==> config.mk <==
export PLATFORM = sky130hd
export DESIGN_NAME = if_prefetch_queue
export DESIGN_NICKNAME = d
export VERILOG_FILES = /design/src/rtl/if_prefetch_queue.sv
export SDC_FILE = /design/constraint.sdc
export NUM_CORES = 1
export LEC_CHECK = 0
export BUFFER_PORTS_ARGS = -buffer_cell sky130_fd_sc_hd__buf_2
export CAP_MARGIN = 20
export CORE_MARGIN = 1
export CORE_UTILIZATION = 55
export CTS_BUF_LIST = sky130_fd_sc_hd__clkbuf_16
export CTS_CLUSTER_DIAMETER = 80
export DETAILED_ROUTE_END_ITERATION = 7
export PLACE_DENSITY = 0.77
export SKIP_LAST_GASP = 1
export SYNTH_ARGS = -nofsm -noshare
export SYNTH_HDL_FRONTEND = slang
export SYNTH_SLANG_ARGS = --single-unit
==> constraint.sdc <==
create_clock -name clk -period 6.15 [get_ports clk]
set_input_delay 0.3075 -clock clk [delete_from_list [all_inputs] [get_ports clk]]
set_output_delay 0.3075 -clock clk [all_outputs]
set_load 0.02 [all_outputs]
==> src/rtl/if_prefetch_queue.sv <==
// ---------------------------------------------------------------------------
// if_prefetch_queue
//
// Instruction-fetch stage in front of the IF/ID pipeline register. It owns the
// fetch PC, issues reads to a synchronous instruction memory with a 1-cycle
// read latency, and buffers the returned words as {instruction, PC+4} pairs in
// a small FIFO. The FIFO head is shown to IF/ID every cycle. The ID-stage stall
// holds the head in place. A branch/jump redirect flushes the queue and
// restarts fetch at the new address.
//
// Handshake: the head is valid when instr_valid=1. It is consumed at a rising
// edge where instr_valid=1 and if_stall=0 (pop). Memory requests have no
// backpressure. imem_req=1 with imem_addr means imem_rdata carries that word
// in the following cycle.
//
// Optional feature: define IF_BUBBLE_CNT_EN to build a saturating counter of
// cycles with no valid instruction. Without it, bubble_count is tied to zero.
//
// Ports:
//   clk          clock; all state updates on the rising edge
//   reset        synchronous, active-high reset
//   imem_req     read request this cycle
//   imem_addr    read address (meaningful when imem_req=1)
//   imem_rdata   read data, valid the cycle after imem_req
//   if_stall     1 = IF/ID not accepting this cycle
//   redirect     branch/jump taken; flush and refetch
//   redirect_pc  new fetch address, sampled when redirect=1
//   instr_valid  queue head is valid
//   instr_out    head instruction; 0 (NOP) when invalid
//   pcp4_out     head PC+4; 0 when invalid
//   queue_count  occupied queue entries
//   bubble_count cycles without a valid instruction (optional feature)
// ---------------------------------------------------------------------------
module if_prefetch_queue #(
  parameter int unsigned DEPTH    = 4,
  parameter logic [31:0] RESET_PC = 32'h0000_0000,
  parameter int unsigned CNT_W    = 3
) (
  input  logic             clk,
  input  logic             reset,
  output logic             imem_req,
  output logic [31:0]      imem_addr,
  input  logic [31:0]      imem_rdata,
  input  logic             if_stall,
  input  logic             redirect,
  input  logic [31:0]      redirect_pc,
  output logic             instr_valid,
  output logic [31:0]      instr_out,
  output logic [31:0]      pcp4_out,
  output logic [CNT_W-1:0] queue_count,
  output logic [31:0]      bubble_count
);

  localparam int unsigned PTR_W = $clog2(DEPTH);

  typedef struct packed {
    logic [31:0] instr;
    logic [31:0] pcp4;
  } entry_t;

  entry_t mem_q [DEPTH];

  logic [31:0]      fetch_pc_q, fetch_pc_d;
  logic [31:0]      req_pc_q, req_pc_d;
  logic             inflight_q, inflight_d;
  logic             squash_q, squash_d;
  logic [PTR_W-1:0] rd_ptr_q, rd_ptr_d;
  logic [PTR_W-1:0] wr_ptr_q, wr_ptr_d;
  logic [CNT_W-1:0] count_q, count_d;

  logic             pop;
  logic             push;
  logic             push_en;
  logic [CNT_W:0]   occ;
  logic             can_issue;
  entry_t           head;

  // Head outputs are purely combinational from the FIFO read pointer.
  assign head        = mem_q[rd_ptr_q];
  assign instr_valid = (count_q != '0);
  assign instr_out   = instr_valid ? head.instr : 32'h0;
  assign pcp4_out    = instr_valid ? head.pcp4  : 32'h0;
  assign queue_count = count_q;

  assign pop  = instr_valid & ~if_stall;
  // The response to last cycle's request arrives now. squash marks a response
  // whose request was cancelled by a redirect.
  assign push = inflight_q & ~squash_q;
  // Writes are suppressed when reset or redirect flushes the queue at this edge.
  assign push_en = push & ~reset & ~redirect;

  // Occupancy after this edge if a new request is issued now. The in-flight
  // word is counted as occupied, which guarantees no overflow.
  assign occ       = {1'b0, count_q} + (CNT_W+1)'(inflight_q) - (CNT_W+1)'(pop);
  assign can_issue = (occ < (CNT_W+1)'(DEPTH));

  always_comb begin
    fetch_pc_d = fetch_pc_q;
    req_pc_d   = req_pc_q;
    inflight_d = 1'b0;
    squash_d   = 1'b0;
    rd_ptr_d   = rd_ptr_q;
    wr_ptr_d   = wr_ptr_q;
    count_d    = count_q;
    imem_req   = 1'b0;
    imem_addr  = fetch_pc_q;

    if (redirect) begin
      // Flush everything. No request this cycle. The outstanding response,
      // if any, is marked to be dropped.
      rd_ptr_d   = '0;
      wr_ptr_d   = '0;
      count_d    = '0;
      fetch_pc_d = redirect_pc;
      squash_d   = inflight_q;
    end else begin
      imem_req = can_issue;
      if (can_issue) begin
        req_pc_d   = fetch_pc_q;
        fetch_pc_d = fetch_pc_q + 32'd4;
        inflight_d = 1'b1;
      end
      if (push) wr_ptr_d = wr_ptr_q + PTR_W'(1);
      if (pop)  rd_ptr_d = rd_ptr_q + PTR_W'(1);
      count_d = count_q + CNT_W'(push) - CNT_W'(pop);
    end

    // Reset overrides the request decision; state is cleared in the register.
    if (reset) imem_req = 1'b0;
  end

  always_ff @(posedge clk) begin
    if (reset) begin
      fetch_pc_q <= RESET_PC;
      req_pc_q   <= 32'h0;
      inflight_q <= 1'b0;
      squash_q   <= 1'b0;
      rd_ptr_q   <= '0;
      wr_ptr_q   <= '0;
      count_q    <= '0;
    end else begin
      fetch_pc_q <= fetch_pc_d;
      req_pc_q   <= req_pc_d;
      inflight_q <= inflight_d;
      squash_q   <= squash_d;
      rd_ptr_q   <= rd_ptr_d;
      wr_ptr_q   <= wr_ptr_d;
      count_q    <= count_d;
    end
  end

  // Storage needs no reset; entries are only read when count says they are valid.
  always_ff @(posedge clk) begin
    if (push_en) begin
      mem_q[wr_ptr_q].instr <= imem_rdata;
      mem_q[wr_ptr_q].pcp4  <= req_pc_q + 32'd4;
    end
  end

`ifdef IF_BUBBLE_CNT_EN
  logic [31:0] bubble_q;

  always_ff @(posedge clk) begin
    if (reset) begin
      bubble_q <= 32'h0;
    end else if (!instr_valid && (bubble_q != 32'hFFFF_FFFF)) begin
      bubble_q <= bubble_q + 32'd1;
    end
  end

  assign bubble_count = bubble_q;
`else
  assign bubble_count = 32'h0;
`endif

endmodule
==> results of run 1 <==
path summary, 6_finish.rpt:
kind                   from             to  slack [ps]  depth (start not counted)
max          queue_count[0]       imem_req        2720                          7
min          imem_rdata[21]   mem_q[2][53]          20                          1
max reg2reg  queue_count[0]  imem_addr[26]        2920                          8
min reg2reg      inflight_q       squash_q         520                          1
synth_stat cells, types with 2 or more instances:
cell type,n,area (µm²)
edfxtp_1,256,7690
dfxtp_1,75,1500
and2_1,70,438
mux4_2,64,1440
nor2_1,61,229
mux2i_1,38,380
buf_4,36,270
clkbuf_1,33,124
inv_1,33,124
nand2_1,32,120
xnor2_1,29,254
a21oi_1,25,125
nand3_1,23,115
xor2_1,22,193
o21a_1,15,113
nand4_1,14,87.6
and3_1,13,81.3
a211oi_1,10,75.1
nor3_1,10,50.1
buf_2,9,45.0
ha_1,9,113
and4_1,7,61.3
a2111oi_4,5,138
nor2b_1,4,25.0
o22ai_1,4,25.0
or3_1,3,18.8
a211o_1,2,17.5
a211oi_2,2,25.0
a31oi_1,2,12.5
nand3b_1,2,15.0
nor3b_1,2,15.0
nor4_1,2,12.5
o211ai_1,2,15.0
o21ai_0,2,10.0
o21ai_1,2,10.0
or2_2,2,12.5
metal layers:
metal | routed length (µm) | track usage (%)
met1 | 12000 | 29.6
met2 | 13400 | 35.1
met3 | 1820 | 4.33
met4 | 534 | 5.70
met5 | 0 | 0
worst max-delay path, cell delays in order, from the launching register on:
cell and delay (ps):
dfxtp_1 420, nor3_1 130, or3_1 320, ha_1 310, and4b_1 210, a32oi_4 860
a21oi_1 160, buf_2 200
cells in the final DEF (no fill, tap or decap), types with 7 or more instances in the layout:
cell type and count:
clkinv_1 8, o21a_1 15, buf_2 168, inv_1 39, ha_1 9, nand4_1 14, dfxtp_1 73, xnor2_1 29
nand2_1 32, and4_1 7, a211oi_1 10, and2_1 70, a21oi_1 25, nor2_1 61, xor2_1 22, conb_1 32
and3_1 9, edfxtp_1 256, mux4_2 64, buf_4 11, clkbuf_16 37, nand3_1 23, nor3_1 10, mux2i_1 38
cells by family after synthesis:
group           count (synthesis)
fa+ha+maj                      10
xor+xnor                       51
other cells                     1
simple gates                  248
flops                         331
mux                           102
compound gates                 80
buf+inv                       112
cell type report:
class                      instances  area, µm²  share of cell area, %
sequential                       331       9190                   56.4
timing repair buffer             181        943                   5.79
clock buffer                      37        926                   5.68
tap                              330        413                   2.53
inverter                          33        124                  0.760
multi-input combinational        523       4520                   27.7
clock inverter                    26        174                   1.07
sequential cells by signal, indices dropped and copies added, names as in the netlist, named ones only:
| name | count |
|---|---|
| req_pc_q | 32 |
| wr_ptr_q | 2 |
| mem_q | 256 |
| imem_addr | 32 |
| queue_count | 3 |
| squash_q | 1 |
| rd_ptr_q | 2 |
| inflight_q | 1 |
power by group through the flow:
stage / Sequential [mW] / Combinational, mW / Clock (mW)
6_report: 2.51 / 0.409 / 1.99
5_1_grt: 2.52 / 0.447 / 2.11
2_1_floorplan: 2.56 / 0.288 / 0
3_5_place_dp: 2.56 / 0.411 / 0
3_3_place_gp: 2.56 / 0.401 / 0
4_1_cts: 2.51 / 0.414 / 2.02
through the flow:
stage / cell area, µm² / setup slack [ps] / std cells / hold slack, ps / utilization [%]
6_report: 16300 / 2720 / 1461 / 19.5 / 64.5
4_1_cts: 16300 / 2690 / 1461 / 1.45 / 64.5
5_1_grt: 16300 / 2540 / 1461 / 1.35 / 64.5
3_3_place_gp: 15200 / 2920 / 1396 / 500 / 60.1
2_1_floorplan: 14300 / 3280 / 966 / 406 / -
3_5_place_dp: 15200 / 2830 / 1396 / 513 / 60.1
==> results.md, run 1 <==
* Worst-case clock buffer depth at 3
* Avg WL per Cell at 19.0 µm
* Slew headroom at 27.4%
* Number of remaining DRC errors at 0
* Fmax at 0.292 GHz
* Comb power frac at 8.3%
* Simple-gate share of the synthesized area at 9.24%
* Clk slew on worst S/H paths at 60 ps
* PortBufs at 168
* Layout Skew at 9.05 ps
* Clk pwr share at 40.5%
* Flops & latches, synth at 331
* TritonCTS Buffers at 35
* Largest family of logic cells by synthesized area: multiplexers
* CTS Sinks at 331
* Asr flop ratio synth at 0%
* Fillers at 1831
* Compound-gate portion of the synthesized area at 4.85%
* Largest net degree at the start of global routing at 66
* Worst path required time at 5840 ps
* CORE AREA at 0.0253 mm²
* Hold Vio Cnt, Final at 0
* Sequential power share at 51.2%
* Tot Pwr at 4.91 mW
* Peak VDD IR at 0.000184 V
* Hold Path Class: input pin to flip-flop
* GRT Overall Usage at 21.5%
* Via Count at 8124
* Global-route wire length before repair at 43500 µm
* Mapped Avg Cell Area at 15.1 µm²
* DIE HEIGHT at 162 µm
* GPL Wtd Cong at 0.841
* Arr. time, crit path at 3120 ps
* Initial DRC count at 531
* Post-cts hold buffer count at 2
* # Post-CTS Setup Buffers at 0
* Final cycle utilization of the critical path at 55.7%
* Initial antenna violation count at 0
* Leak at 6.08 nW
* Synth Instances at 935
* Diode count at 0
* Adder and majority gate portion of the synthesized area at 0.936%
* Initial Utilization at 56.1%
* Grt total ovfl at 0
* Count of final setup violators at 0
* Post-synth EDFFs at 256
* Via density at 5.56
* Cell area after synthesis at 0.0142 mm²
* CTS tree: built
* Number of global-route vias before repair at 7977
* Pint at 3.78 mW
* Pwr Density at 301 mW/mm²
* CP Capture Type: primary output
* Root Buffer: clkbuf_16
* Synth cell types at 51
* Synth Flop Type: edfxtp_1
* Status: finished clean
* Unrepaired setup endpoints after global routing: false
* Die width at 162 µm
* Drt first pass iters at 4
* Switching share of power at 23.0%
* CP Max Fanout at 24
* Post-Synth XOR/XNOR Area at 3.15%
* Crit path launch type: flip-flop
* H-tree level count at 2
* IO Count at 201
* YS warnings at 0
* Mux contribution to synthesized area at 12.9%
* ANT nets after route at 0
* Final min period at 3430 ps
* Clock Latency Late Sink at 510 ps
* Final Max Slew Viols at 0
* Critical path type: flip-flop to primary output
* Max cap viols at 0
* Slew @ Worst Pin at 1090 ps
* P&R area growth vs syn at 15.1%
* Total die area at 0.0264 mm²
* P_sw at 1.13 mW
* Row count at 58
* Dpl hpwl at 18100 µm
* Share of cells above drive strength 1 at 27.5%
* Post_cts resized at 0
* Nets at 1183
* Register area share after synthesis at 64.9%
* WL final at 27800 µm
* TNS Setup at 0 ps
Note: power is estimated with default switching activity, not from simulation.
==> run 2, diff against run 1 <==
- CORE_UTILIZATION: 55 -> 52
- PLACE_DENSITY: 0.77 -> 0.76
- clock period: 6.15 -> 3.1 ns (I/O delays scaled with it)
==> run 2 against run 1 <==
  * Final area increased by 5.8%
  * Via count up 3.8%
  * Worst hold slack better by 10 ps
  * Final cell count grew 5.8%
  * Wire length up 6.1%
  * Clock-buffer cell count shrank 1
  * Worst setup slack got worse by 2600 ps
==> results.md, run 2 (synthesized netlist as in run 1, its figures left out) <==
* Cell Chain, Critical Path: nor3_2, or3_1, ha_1, or2_2, a311o_4, a21oi_1, buf_2
* Grt total ovfl at 0
* Arr. time, crit path at 2780 ps
* Diode count at 0
* GRT Overall Usage at 21.4%
* Via density at 5.46
* IO Count at 201
* Pwr Density at 580 mW/mm²
* Critical path type: flip-flop to primary output
* Clk slew on worst S/H paths at 60 ps
* Final Max Slew Viols at 0
* Leak at 6.47 nW
* CTS tree: built
* Fmax at 0.341 GHz
* Global-route wire length before repair at 46500 µm
* TritonCTS Buffers at 35
* Initial Utilization at 52.8%
* Family with the most delay on the worst path: compound AO/OA/AOI/OAI gates
* DIE HEIGHT at 167 µm
* Worst-case clock buffer depth at 3
* Final cycle utilization of the critical path at 94.7%
* P&R area growth vs syn at 21.7%
* GPL Wtd Cong at 0.871
* TNS Setup at 0 ps
* Total die area at 0.0279 mm²
* Count of final setup violators at 0
* CP Capture Type: primary output
* Crit path launch type: flip-flop
* Final min period at 2930 ps
* Number of remaining DRC errors at 0
* WL final at 29500 µm
* CP Max Fanout at 24
* Worst path max stage delay at 500 ps
* Root Buffer: clkbuf_16
* Unrepaired setup endpoints after global routing: false
* Initial antenna violation count at 0
* Max reg flops at 256
* Slew @ Worst Pin at 958 ps
* Worst path bufs/invs at 1
* Drt first pass iters at 5
* Number of global-route vias before repair at 8619
* Slew headroom at 36.0%
* Most common cell after layout, fill and taps aside: edfxtp_1
* CTS Sinks at 331
* Hold Vio Cnt, Final at 0
* Post-placement cell area at 0.0155 mm²
* Worst path required time at 2940 ps
* Dpl hpwl at 18800 µm
* Layout Skew at 14.0 ps
* Final Cell Area at 0.0172 mm²
* Commonest cells after routing, fill and taps aside: 256 x edfxtp_1, 168 x buf_2, 73 x dfxtp_1
* CP max stage cell: a311o_4
* PortBufs at 168
* Via Count at 8436
* Initial DRC count at 596
* Nets at 1257
* Clock Latency Late Sink at 510 ps
* Avg WL per Cell at 19.1 µm
* Peak VDD IR at 0.000415 V
* H-tree level count at 2
* Row count at 60
* CORE AREA at 0.0268 mm²
* Register name with the most flops: mem_q
* Die width at 167 µm
* Share of cells above drive strength 1 at 27.1%
* Largest net degree at the start of global routing at 51
* Hold Path Class: input pin to flip-flop
* ANT nets after route at 0
* Status: finished clean
* Fillers at 1885
* Reg area at 0.00919 mm²
* Multi-input gate area at 0.00453 mm²
* Max cap viols at 0
[run 2: timing repair]
item	CTS	global route
setup endpoints to repair	0	1
hold buffers	61	0
hold endpoints to repair	156	0
resized for setup	0	1
setup buffers	0	2
[run 2: path summary, 6_finish.rpt]
check,start,end,slack (ps),cells past startpoint
min reg2reg,inflight_q,squash_q,520,1
max,queue_count[0],imem_req,170,7
min,redirect_pc[8],imem_addr[8],30,4
max reg2reg,queue_count[0],imem_addr[23],260,8
[run 2: metrics by stage]
step | setup slack (ps) | utilization, % | hold slack (ps) | instances | total power [mW]
after CTS | 72.0 | 64.3 | 1.53 | 1544 | 10.1
after global routing | 37.0 | 64.3 | 29.8 | 1546 | 10.3
after global placement | 327 | 57.7 | 369 | 1420 | 5.90
final | 165 | 64.3 | 29.5 | 1546 | 9.99
after floorplan | 371 | - | 254 | 966 | 5.64
after detailed placement | 278 | 57.7 | 376 | 1420 | 5.92
[run 2: where the power goes]
part / switching (mW) / internal (mW) / leakage (nW) / total, mW
combinational: 0.541 / 0.388 / 2.90 / 0.929
clock: 1.64 / 2.44 / 0.576 / 4.09
sequential: 0.112 / 4.87 / 2.99 / 4.98
[run 2: per-layer routing]
| metal | GRT usage (%) | routed length (µm) | vias up |
|---|---|---|---|
| met2 | 35.7 | 14500 | 281 |
| met4 | 5.43 | 509 | 0 |
| met3 | 3.42 | 1620 | 37 |
| met1 | 29.5 | 12900 | 4170 |
| met5 | 0 | 0 | - |
| li1 | - | - | 3948 |
[run 2: worst min-delay path: stages]
cell and delay [ps]:
buf_2 100, inv_1 60, a21oi_1 60, o21a_1 100
[run 2: cell type report]
| class | instances | area share [%] |
|---|---|---|
| timing repair buffer | 255 | 10.6 |
| sequential | 331 | 53.3 |
| tap | 341 | 2.47 |
| clock buffer | 36 | 5.22 |
| multi-input combinational | 523 | 26.3 |
| clock inverter | 27 | 1.37 |
| inverter | 33 | 0.718 |
